==> src/rtl/bin_to_bcd_3digit_seq.sv <==
// Sequential double-dabble binary-to-BCD converter, one operand bit per clock.
// Latency BIN_W cycles from the accepting edge; start is ignored while busy.
module bin_to_bcd_3digit_seq #(
    parameter int BIN_W  = 10,
    parameter int DIGITS = 3
) (
    input  logic                  clk,
    input  logic                  rst,
    input  logic                  start,
    input  logic [BIN_W-1:0]      bin_in,
    output logic                  busy,
    output logic                  done,
    output logic [4*DIGITS-1:0]   bcd_out,
    output logic                  ovf
);

    localparam int CNT_W = $clog2(BIN_W + 1);
    localparam int SH_W  = 4 * (DIGITS + 1);
    localparam int OUT_W = 4 * DIGITS;
    localparam logic [CNT_W-1:0] LAST_CNT = CNT_W'(BIN_W - 1);

    typedef enum logic {
        IDLE = 1'b0,
        CONV = 1'b1
    } state_t;

    state_t               state_q, state_d;
    logic [BIN_W-1:0]     bin_sh_q, bin_sh_d;
    logic [SH_W-1:0]      bcd_sh_q, bcd_sh_d;
    logic [CNT_W-1:0]     cnt_q, cnt_d;
    logic [OUT_W-1:0]     bcd_out_q, bcd_out_d;
    logic                 ovf_q, ovf_d;
    logic                 done_q, done_d;

    logic [SH_W-1:0]       bcd_corr;
    logic [SH_W+BIN_W-1:0] word_sh;
    logic [SH_W-1:0]       bcd_step;
    logic [BIN_W-1:0]      bin_step;

    // Add-3 correction on every nibble (guard included), then one left shift of
    // the concatenated scratch/operand word.
    always_comb begin
        bcd_corr = bcd_sh_q;
        for (int i = 0; i < DIGITS + 1; i++) begin
            if (bcd_sh_q[4*i +: 4] >= 4'd5) begin
                bcd_corr[4*i +: 4] = bcd_sh_q[4*i +: 4] + 4'd3;
            end
        end
        word_sh  = {bcd_corr, bin_sh_q} << 1;
        bcd_step = word_sh[BIN_W +: SH_W];
        bin_step = word_sh[BIN_W-1:0];
    end

    always_comb begin
        state_d   = state_q;
        bin_sh_d  = bin_sh_q;
        bcd_sh_d  = bcd_sh_q;
        cnt_d     = cnt_q;
        bcd_out_d = bcd_out_q;
        ovf_d     = ovf_q;
        done_d    = 1'b0;
        case (state_q)
            IDLE: begin
                if (start) begin
                    bin_sh_d = bin_in;
                    bcd_sh_d = '0;
                    cnt_d    = '0;
                    state_d  = CONV;
                end
            end
            CONV: begin
                bin_sh_d = bin_step;
                bcd_sh_d = bcd_step;
                cnt_d    = cnt_q + CNT_W'(1);
                if (cnt_q == LAST_CNT) begin
                    bcd_out_d = bcd_step[OUT_W-1:0];
                    ovf_d     = |bcd_step[SH_W-1:OUT_W];
                    done_d    = 1'b1;
                    state_d   = IDLE;
                end
            end
            default: state_d = IDLE;
        endcase
    end

    always_ff @(posedge clk or posedge rst) begin
        if (rst) begin
            state_q   <= IDLE;
            bin_sh_q  <= '0;
            bcd_sh_q  <= '0;
            cnt_q     <= '0;
            bcd_out_q <= '0;
            ovf_q     <= 1'b0;
            done_q    <= 1'b0;
        end else begin
            state_q   <= state_d;
            bin_sh_q  <= bin_sh_d;
            bcd_sh_q  <= bcd_sh_d;
            cnt_q     <= cnt_d;
            bcd_out_q <= bcd_out_d;
            ovf_q     <= ovf_d;
            done_q    <= done_d;
        end
    end

    assign busy    = (state_q == CONV);
    assign done    = done_q;
    assign bcd_out = bcd_out_q;
    assign ovf     = ovf_q;

endmodule
==> config.mk <==
export PLATFORM = sky130hd
export DESIGN_NAME = bin_to_bcd_3digit_seq
export DESIGN_NICKNAME = d
export VERILOG_FILES = /design/src/rtl/bin_to_bcd_3digit_seq.sv
export SDC_FILE = /design/constraint.sdc
export NUM_CORES = 1
export LEC_CHECK = 0
export ABC_AREA = 1
export CORE_MARGIN = 5
export CORE_UTILIZATION = 54
export DETAILED_ROUTE_END_ITERATION = 12
export PLACE_DENSITY_LB_ADDON = 0.3
export SLEW_MARGIN = 20
export SYNTH_ARGS = -nofsm -noshare
export SYNTH_HDL_FRONTEND = slang
export SYNTH_SLANG_ARGS = --single-unit
==> constraint.sdc <==
create_clock -name clk -period 1.9 [get_ports clk]
set_clock_uncertainty 0.05 [all_clocks]
set_input_delay 0.38 -clock clk [delete_from_list [all_inputs] [get_ports clk]]
set_output_delay 0.38 -clock clk [all_outputs]
set_load 0.1 [all_outputs]
### Word-level counts from Yosys, hierarchy flattened

Index checks and enable logic that the tools add are counted.

* bits of input ports: 13
* bits in registers: 45
* output and inout bits: 15

* equal/unequal tests: 2
* order comparisons: 4
* add/subtract/negate cells: 5
* bitwise gates (word level): 1
* reduce and logical (&&, ||, !) cells: 2
* muxes and demuxes: 15

Operator list (count)
* $pmux W16 S2: 1
* $pmux W10 S2: 1
* $ge A4 B3 Y1 const B: 4
* $mux W16: 1
* $mux W4: 4
* $add A4 B2 Y4 const B: 3
* $mux W10: 1
* $pmux W4 S2: 1
* $add A4 B1 Y4 const B: 1
* $eq A4 B4 Y1 const B: 1
* $mux W1: 4
* $reduce_or A4 Y1: 1
* $add A3 B2 Y3 const B: 1
* $mux W3: 1
* $ne A2 B2 Y1 const B: 1
* $pmux W1 S2: 1
* $reduce_and A2 Y1: 1
* $not A1 Y1: 1

### Logic depth before layout (Yosys ltp)

Gate-level depths: netlist of the first run.

* word-level depth: 3
* mapped depth: 10

### Least setup slack after synthesis of the first run

No wires, ideal clock.

* kind: register to register
* start: reg state_q, in the netlist busy
* end: reg bcd_out_q[3], in the netlist bcd_out[3]
* path buffers: 1
* stages on the path, launching flop included: 5
* data arrival time: 1.555 ns
* required time: 1.719 ns
* path slack: 0.164 ns
* cells stage by stage: dfrtp_1 -> nand4_2 -> buf_2 -> nand2_1 -> o21ai_0

* longest elaborated chain between the ends: 1

Ends and longest elaborated chain
* from (decl): line 27 `state_t state_q, state_d;`
* from (signal assigned): line 96 `state_q <= state_d;`
* $reduce_and A2 Y1 (no source line)
* to (signal assigned): line 100 `bcd_out_q <= bcd_out_d;`
* to (decl): line 31 `logic [OUT_W-1:0] bcd_out_q, bcd_out_d;`

No other way between the ends.
A chain may end at the register's enable or synchronous reset.

### Worst setup path after layout of the first run

* start: reg bcd_sh_q[9]
* end: reg bcd_out_q[10], in the netlist bcd_out[10]

* longest elaborated chain between the ends: 2

Ends and longest elaborated chain
* from (decl): line 29 `logic [SH_W-1:0] bcd_sh_q, bcd_sh_d;`
* from (signal assigned): line 98 `bcd_sh_q <= bcd_sh_d;`
* $add A4 B2 Y4 or $ge A4 B3 Y1 (tied branches): line 46, 45
* $mux W4 *: line 45 `if (bcd_sh_q[4*i +: 4] >= 4'd5) begin`

Mark *: on every way between the ends. The rest lies on a longest branch, timed or not.

==> impl_metrics.ini, run 1 <==
[clocking]
cts-root-buf = clkbuf_8
cts_max_level = 2
cts_buffer_depth = 2
cts_setup_buffers = 0
clk_latency_ns = 0.30
clk_pin_slew_worst_paths_ns = 0.09
cts_tree = done
postCtsHoldBufs = 0
clock_sinks = 45
cts_made_buffers = 5
cts-resized-gates = 0

[timing]
finalHoldViolCount = 0
tightest_slew_ns = 0.5639
finalCriticalPeriod_ns = 1.556
final.period_utilization_pct = 81.89
rsz0062_at_grt = no
maxSlewViolCount = 0
relSlewSlack_pct = 62.17
max_clock_freq_ghz = 0.6427
fin_tns_setup_ns = 0
finalSetupViolCount = 0
fin_ws_ns = 0.3441

[synthesis]
ys_warn_count = 0
yosys_register_bits = 45
synth.net_count = 265
ys_seq_area_share_pct = 51.43
ys_types = 26
netlist_area_sq_mm = 0.002190
synth_area_per_cell_sq_um = 9.048
syn_inst = 242

[global_routing]
top_usage_layer = met2
grt_pass1_vias = 1744
grtUsageMet3_pct = 3.420
antenna_found_initial = 0
groute.usage.overall_pct = 18.68
grt_pass1_wl_um = 7831
grtUsageMet1_pct = 23.06
grt_max_degree = 18
grt-ovfl-total = 0
met2_usage_pct = 31.30

[layout]
syn2layout_area_growth_pct = 26.00
fillCellCount = 308
drive_gt1_share_pct = 16.00
final_cell_area_sq_mm = 0.002759
fin_nets = 299
antenna_cells = 0
finalNonFillerCells = 325

[drt]
drc = 0
ant_nets = 0
dr.pass1.iters = 4
vias = 1712
drt_iter0_drc = 120
avgViaCountPerCell = 5.268
wire_per_inst_um = 13.55
routed_wl_um = 4405

[floorplan]
die_area_sq_mm = 0.005428
pin_count = 28
die_w_um = 73.68
rows = 23
core_sq_mm = 0.003971
initial_utilization_pct = 55.14
die_y_um = 73.68

[setup_path]
rr_worst_depth = 7
worstSetupEndpointType = flip-flop
timing.rr.start = bcd_sh_q[9]
cp_data_arrival_time_ns = 1.68
cp-start-kind = flip-flop
reg2reg_setup_slack_ns = 0.34
worstPathCellList = inv_1 -> ha_1 -> inv_1 -> nand2_1 -> nand3_1 -> o21ai_0 -> o21ai_0
path_max_fanout = 3
critPathKind = reg -> reg
required_ns = 2.03
critPathMaxStageDelay_ns = 0.40
crit_slowest_cell = dfrtp_1
r2r-end = bcd_out[10]

[placement]
place_hpwl_um = 3337
gp_congestion = 0.8612
port_buffers = 27
dp_cells = 319
placedInstanceArea_sq_mm = 0.002685
dp_slack_ns = 0.2318

[worst_hold_path]
min_path_type = in -> async

[flow_run]
maxCapViolCount = 0

[run_status]
status = completed
-- worst max-delay path by stage --
stage / to / cells past startpoint / start
3_5_place_dp: bcd_sh_q[1] / 4 / start
5_1_grt: bcd_out[6] / 5 / cnt_q[1]
4_1_cts: bcd_out[10] / 7 / bcd_sh_q[9]
6_report: bcd_out[10] / 7 / bcd_sh_q[9]
3_3_place_gp: bcd_sh_q[12] / 4 / start
2_1_floorplan: bcd_out[3] / 4 / busy
-- cell families (layout without fill, tap and decap cells) --
| kind of cell | after synthesis | after routing | share of synthesized area, % |
|---|---|---|---|
| XOR/XNOR | 5 | 5 | 2.000 |
| buffers and inverters | 33 | 66 | 6.971 |
| AO/OA/AOI/OAI | 41 | 41 | 12.40 |
| adder cells (fa/ha/maj) | 10 | 10 | 5.714 |
| flip-flops | 45 | 45 | 51.43 |
| AND/OR/NAND/NOR | 108 | 108 | 21.49 |
-- Yosys cell counts, drive strengths merged --
master  count  share of area (%)
nand2      78                 13
dfrtp      45                 51
o21ai      29                6.8
inv        26                4.6
nand3      16                4.1
ha         10                5.7
nor2       10                2.5
o22ai       8                4.0
buf         7                2.4
xor2        5                2.0
nand4       4                1.4
a22o        1               0.40
a22oi       1               0.34
a31oi       1               0.29
o211ai      1               0.57
-- placed cells by master, fill, tap and decap left out, types with 2 or more instances in the layout --
| cell | netlist | routed |
|---|---|---|
| ha_1 | 10 | 10 |
| nor2_1 | 9 | 9 |
| nand4_1 | 3 | 3 |
| buf_4 | 2 | 6 |
| inv_1 | 23 | 22 |
| o22ai_1 | 2 | 2 |
| clkbuf_8 | 0 | 5 |
| xor2_1 | 5 | 5 |
| o21ai_0 | 23 | 23 |
| o22ai_2 | 6 | 6 |
| o21ai_1 | 5 | 5 |
| clkdlybuf4s50_1 | 0 | 12 |
| nand3_1 | 14 | 14 |
| inv_2 | 2 | 2 |
| buf_12 | 0 | 16 |
| dfrtp_1 | 45 | 45 |
| nand2_1 | 77 | 77 |
| nand3_2 | 2 | 2 |
-- layout make-up --
class	instances	area (sq um)	area share, %
Clock buffer	5	68.82	2.494
Tap cell	50	62.56	2.268
Sequential cell	45	1126	40.82
Clock inverter	1	5.005	0.1814
Multi-Input combinational cell	164	910.9	33.02
Inverter	26	100.1	3.628
Timing Repair Buffer	34	485.5	17.60
-- registers in the layout, summed over array words and instances, names as in the netlist --
register	count
bcd_out	12
bin_sh_q	10
bcd_sh_q	16
ovf	1
cnt_q	4
done	1
busy	1
-- critical path: cells and delay by family (launching register included) --
family	cells	cell delay, ns
compound gates	2	0.43
fa+ha+maj	1	0.18
buf+inv	2	0.14
flops	1	0.40
simple gates	2	0.23
-- metal layers --
metal,vias to the layer above,part of all wire (%)
met5,-,0
met4,0,1.9
met3,9,4.4
met2,44,51
met1,810,43
li1,849,-
-- metrics by stage --
stage / hold slack, ns / util (%)
after floorplan: 0.4124 / -
after global placement: 0.4309 / 67.61
after detailed placement: 0.4305 / 67.61
after CTS: 0.3271 / 69.47
after global routing: 0.3553 / 69.47
final: 0.3084 / 69.47
Power of run 1 is left out: the tool's default activity adds up to more than one toggle a clock period on the data nets, which glitch-free logic cannot reach.
==> run 2: changes to the inputs <==
--- a/config.mk
+++ b/config.mk
@@ -7,7 +7,7 @@
 export LEC_CHECK = 0
 export ABC_AREA = 1
 export CORE_MARGIN = 5
-export CORE_UTILIZATION = 54
+export CORE_UTILIZATION = 49
 export DETAILED_ROUTE_END_ITERATION = 12
 export PLACE_DENSITY_LB_ADDON = 0.3
 export SLEW_MARGIN = 20
==> constraint.sdc (replaced) <==
create_clock -name clk -period 1.3 [get_ports clk]
set_clock_uncertainty 0.05 [all_clocks]
set_input_delay 0.26 -clock clk [delete_from_list [all_inputs] [get_ports clk]]
set_output_delay 0.26 -clock clk [all_outputs]
set_load 0.1 [all_outputs]
==> run 2 against run 1 <==
The run now ends with negative setup slack left. Register-to-register slack got worse by 0.44 ns. Critical path depth increased by 1. Final cell count increased by 14%. Worst hold slack got worse by 0.0045 ns. Critical path type unchanged. Highest routed layer unchanged.
==> impl_metrics.ini, run 2 (synthesis gave the netlist of run 1 again) <==
[setup_path]
cp_data_arrival_time_ns = 1.53
worstSetupEndpointType = flip-flop
cp-start-kind = flip-flop
required_ns = 1.43
path_max_fanout = 4
critPathKind = reg -> reg
reg2reg_setup_slack_ns = -0.10

[layout]
fin_util_pct = 79.54
final_cell_mix = nand2_1 (54), dfrtp_1 (44), buf_4 (33), o21ai_1 (17), buf_12 (17)
antenna_cells = 0
syn2layout_area_growth_pct = 58.17
fin_nets = 339
largest_reg_flops = 16
fillCellCount = 233
seq_area_sq_mm = 0.001130
multi_input_area_sq_mm = 0.001220
drive_gt1_share_pct = 47.00
largest_register = bcd_sh_q
final_common_cell = nand2_1

[clocking]
cts-root-buf = clkbuf_8
cts_made_buffers = 5
cts_tree = done
cts_buffer_depth = 2
cts_max_level = 2
clk_latency_ns = 0.30
clock_sinks = 45
clk_pin_slew_worst_paths_ns = 0.09

[placement]
port_buffers = 27
place_hpwl_um = 3314
gp_congestion = 0.8596

[timing]
fin_tns_setup_ns = -0.5839
relSlewSlack_pct = 77.48
fin_ws_ns = -0.1002
maxSlewViolCount = 0
final.period_utilization_pct = 107.7
tightest_slew_ns = 0.3367
finalCriticalPeriod_ns = 1.400
finalHoldViolCount = 0
finalSetupViolCount = 15
max_clock_freq_ghz = 0.7142
rsz0062_at_grt = yes

[floorplan]
die_y_um = 76.85
die_area_sq_mm = 0.005905
core_sq_mm = 0.004354
initial_utilization_pct = 50.29
die_w_um = 76.85
rows = 24
pin_count = 28

[drt]
ant_nets = 0
wire_per_inst_um = 16.49
dr.pass1.iters = 4
routed_wl_um = 6084
wl_met3_um = 216
avgViaCountPerCell = 5.480
wl_met2_um = 3263
drt_iter0_drc = 168
drc = 0
top_layer = met4
vias = 2022
wl_met1_um = 2489

[global_routing]
antenna_found_initial = 0
grt_pass1_wl_um = 8963
groute.usage.overall_pct = 18.58
grt_pass1_vias = 1987
grt-ovfl-total = 0
grt_max_degree = 46

[worst_hold_path]
min_path_type = in -> async

[run_status]
status = finished, violations left
violations = negative setup slack

[flow_run]
maxCapViolCount = 0
-- run 2: timing repair --
action	in CTS	in global routing
gates resized for setup	54	61
pin swaps	13	14
endpoints found under the hold margin	0	0
endpoints found under the setup margin	19	42
hold buffers	0	0
setup buffers	12	5
gates cloned	0	4
-- run 2: final cells by class --
class                   count  area share, %
clock inverters             3         0.5058
well taps                  52          1.879
repair inverters            1         0.2529
repair buffers             72          24.10
multi-input cells         165          35.22
clock buffers               5          1.987
flip-flops and latches     45          32.62
inverters                  26          3.432
-- run 2: worst paths after layout --
kind | startpoint | to | cells after the start
min in group clk | bin_sh_q[1] | bin_sh_q[2] | 2
max in group asynchronous | rst | busy | 3
max reg2reg | bcd_sh_q[5] | bcd_sh_q[5] | 8
min | rst | bcd_out[0] | 3
max | bcd_sh_q[5] | bcd_sh_q[5] | 8
min reg2reg | bin_sh_q[1] | bin_sh_q[2] | 2
-- run 2: per-layer routing --
layer / global-route usage (%) / up-vias
met3: 3.044 / 15
met1: 23.23 / 1027
met4: 7.692 / 0
li1: - / 932
met5: 0 / -
met2: 31.66 / 48
-- run 2: worst max-delay path: stages (launching register included) --
cell and delay, ns:
dfrtp_1 0.41, inv_2 0.11, ha_4 0.15, inv_2 0.03, nand2_2 0.07, nand3_4 0.10
xor2_2 0.21, nand2_1 0.08, o21ai_1 0.07
-- run 2: stage by stage --
step | setup WS, ns | hold WS, ns | instance area, sq um | instances
floorplan | -0.05572 | 0.2206 | 2212 | 242
global placement | -0.1191 | 0.4166 | 2853 | 341
detailed placement | -0.1468 | 0.4320 | 2853 | 341
CTS | -0.08495 | 0.3115 | 3174 | 361
global route | -0.1778 | 0.3400 | 3463 | 369
finish | -0.1002 | 0.3039 | 3463 | 369
Power of run 2 is left out for the same reason.
==> run 3: changes to the inputs <==
--- a/config.mk
+++ b/config.mk
@@ -7,9 +7,9 @@
 export LEC_CHECK = 0
 export ABC_AREA = 1
 export CORE_MARGIN = 5
-export CORE_UTILIZATION = 49
+export CORE_UTILIZATION = 42
 export DETAILED_ROUTE_END_ITERATION = 12
-export PLACE_DENSITY_LB_ADDON = 0.3
+export PLACE_DENSITY_LB_ADDON = 0.1
 export SLEW_MARGIN = 20
 export SYNTH_ARGS = -nofsm -noshare
 export SYNTH_HDL_FRONTEND = slang
==> run 3 against run 2 <==
The run still ends with negative setup slack left. First-iteration DRC count shrank 64%. Flip-flop and latch count unchanged. Setup slack gained 0.023 ns. Non-clock buffer count increased by 1.
==> impl_metrics.ini, run 3 (synthesis gave the netlist of run 1 again) <==
[layout]
drive_gt1_share_pct = 43.04
final_common_cell = nand2_1
syn2layout_area_growth_pct = 55.60
antenna_cells = 0
fin_util_pct = 67.14
largest_reg_flops = 16
largest_register = bcd_sh_q
final_cell_area_sq_mm = 0.003407
fin_nets = 338
final_cell_mix = nand2_1 (60), dfrtp_1 (44), buf_4 (36), buf_12 (17), o21ai_1 (16)

[placement]
gp_congestion = 0.8098
placedInstanceArea_sq_mm = 0.002963
place_hpwl_um = 3473
port_buffers = 27

[setup_path]
rr_worst_depth = 8
timing.rr.start = bcd_sh_q[0]
r2r-end = bcd_sh_q[1]
cpLargestDelayFamily = flip-flops
worstSetupEndpointType = output port
required_ns = 0.99
crit_buf_inv = 2
crit_slowest_cell = dfrtp_4
critPathKind = reg -> out
path_max_fanout = 2
cp-start-kind = flip-flop
cp_data_arrival_time_ns = 1.07
reg2reg_setup_slack_ns = -0.05
critPathMaxStageDelay_ns = 0.48
worstPathCellList = buf_6 -> buf_12

[flow_run]
maxCapViolCount = 0

[drt]
avgViaCountPerCell = 4.816
ant_nets = 0
drc = 0
routed_wl_um = 5177
dr.pass1.iters = 5
wire_per_inst_um = 13.41
drt_iter0_drc = 61
vias = 1859

[clocking]
postCtsHoldBufs = 0
cts_buffer_depth = 2
cts_max_level = 2
clk_latency_ns = 0.31
clock_sinks = 45
clk_pin_slew_worst_paths_ns = 0.09
cts_tree = done
cts_made_buffers = 5
cts-root-buf = clkbuf_8

[floorplan]
die_area_sq_mm = 0.006758
die_y_um = 82.21
core_sq_mm = 0.005075
initial_utilization_pct = 43.15
pin_count = 28
die_w_um = 82.21
rows = 26

[timing]
finalCriticalPeriod_ns = 1.377
relSlewSlack_pct = 79.16
finalHoldViolCount = 0
rsz0062_at_grt = yes
hold_slack_ns = 0.2050
finalSetupViolCount = 11
final.period_utilization_pct = 105.9
maxSlewViolCount = 0
max_clock_freq_ghz = 0.7262
tightest_slew_ns = 0.3093
fin_ws_ns = -0.07700

[global_routing]
antenna_found_initial = 0
groute.usage.overall_pct = 16.65
grt-ovfl-total = 0
grt_max_degree = 20
grt_pass1_vias = 1731
grt_pass1_wl_um = 8349

[worst_hold_path]
min_path_type = in -> async

[run_status]
violations = negative setup slack
status = finished, violations left
-- run 3: what timing repair did --
item                                    CTS  global route
pin swaps                                 5             8
setup buffers                             4             4
gates resized for setup                  39            50
gates cloned                              0             1
endpoints found under the setup margin   21            29
-- run 3: worst max-delay path by stage --
| stage | depth (start not counted) | to | slack (ns) | from |
|---|---|---|---|---|
| after global routing | 8 | bcd_sh_q[1] | -0.14 | bcd_sh_q[0] |
| after detailed placement | 4 | bcd_sh_q[12] | -0.17 | start |
| after CTS | 2 | busy | -0.09 | busy |
| after floorplan | 5 | bcd_sh_q[3] | -0.06 | busy |
| final | 2 | busy | -0.08 | busy |
| after global placement | 5 | cnt_q[2] | -0.12 | start |
-- run 3: final cells by class --
cell class                      instances  area [sq um]
Fill cell                             399          1668
Multi-Input combinational cell        164          1155
Sequential cell                        45          1130
Timing Repair Buffer                   73         838.3
Inverter                               26         106.4
Tap cell                               70         87.58
Clock buffer                            5         68.82
Clock inverter                          3         21.27
-- run 3: through the flow --
stage               setup TNS (ns)  cells  setup WS [ns]
finish                     -0.2395    386       -0.07700
global route                -1.593    386        -0.1361
CTS                        -0.3795    381       -0.08938
detailed placement          -3.653    369        -0.1665
global placement            -2.815    369        -0.1233
floorplan                  -0.6931    242       -0.05572
-- run 3: metal layers --
metal / GRT usage, % / share of wire [%] / wire length (um)
met1: 22.41 / 45 / 2329
met2: 26.12 / 50 / 2597
met3: 3.688 / 2.9 / 150
met4: 6.312 / 1.9 / 100
met5: 0 / 0 / 0
Power of run 3 is left out for the same reason.
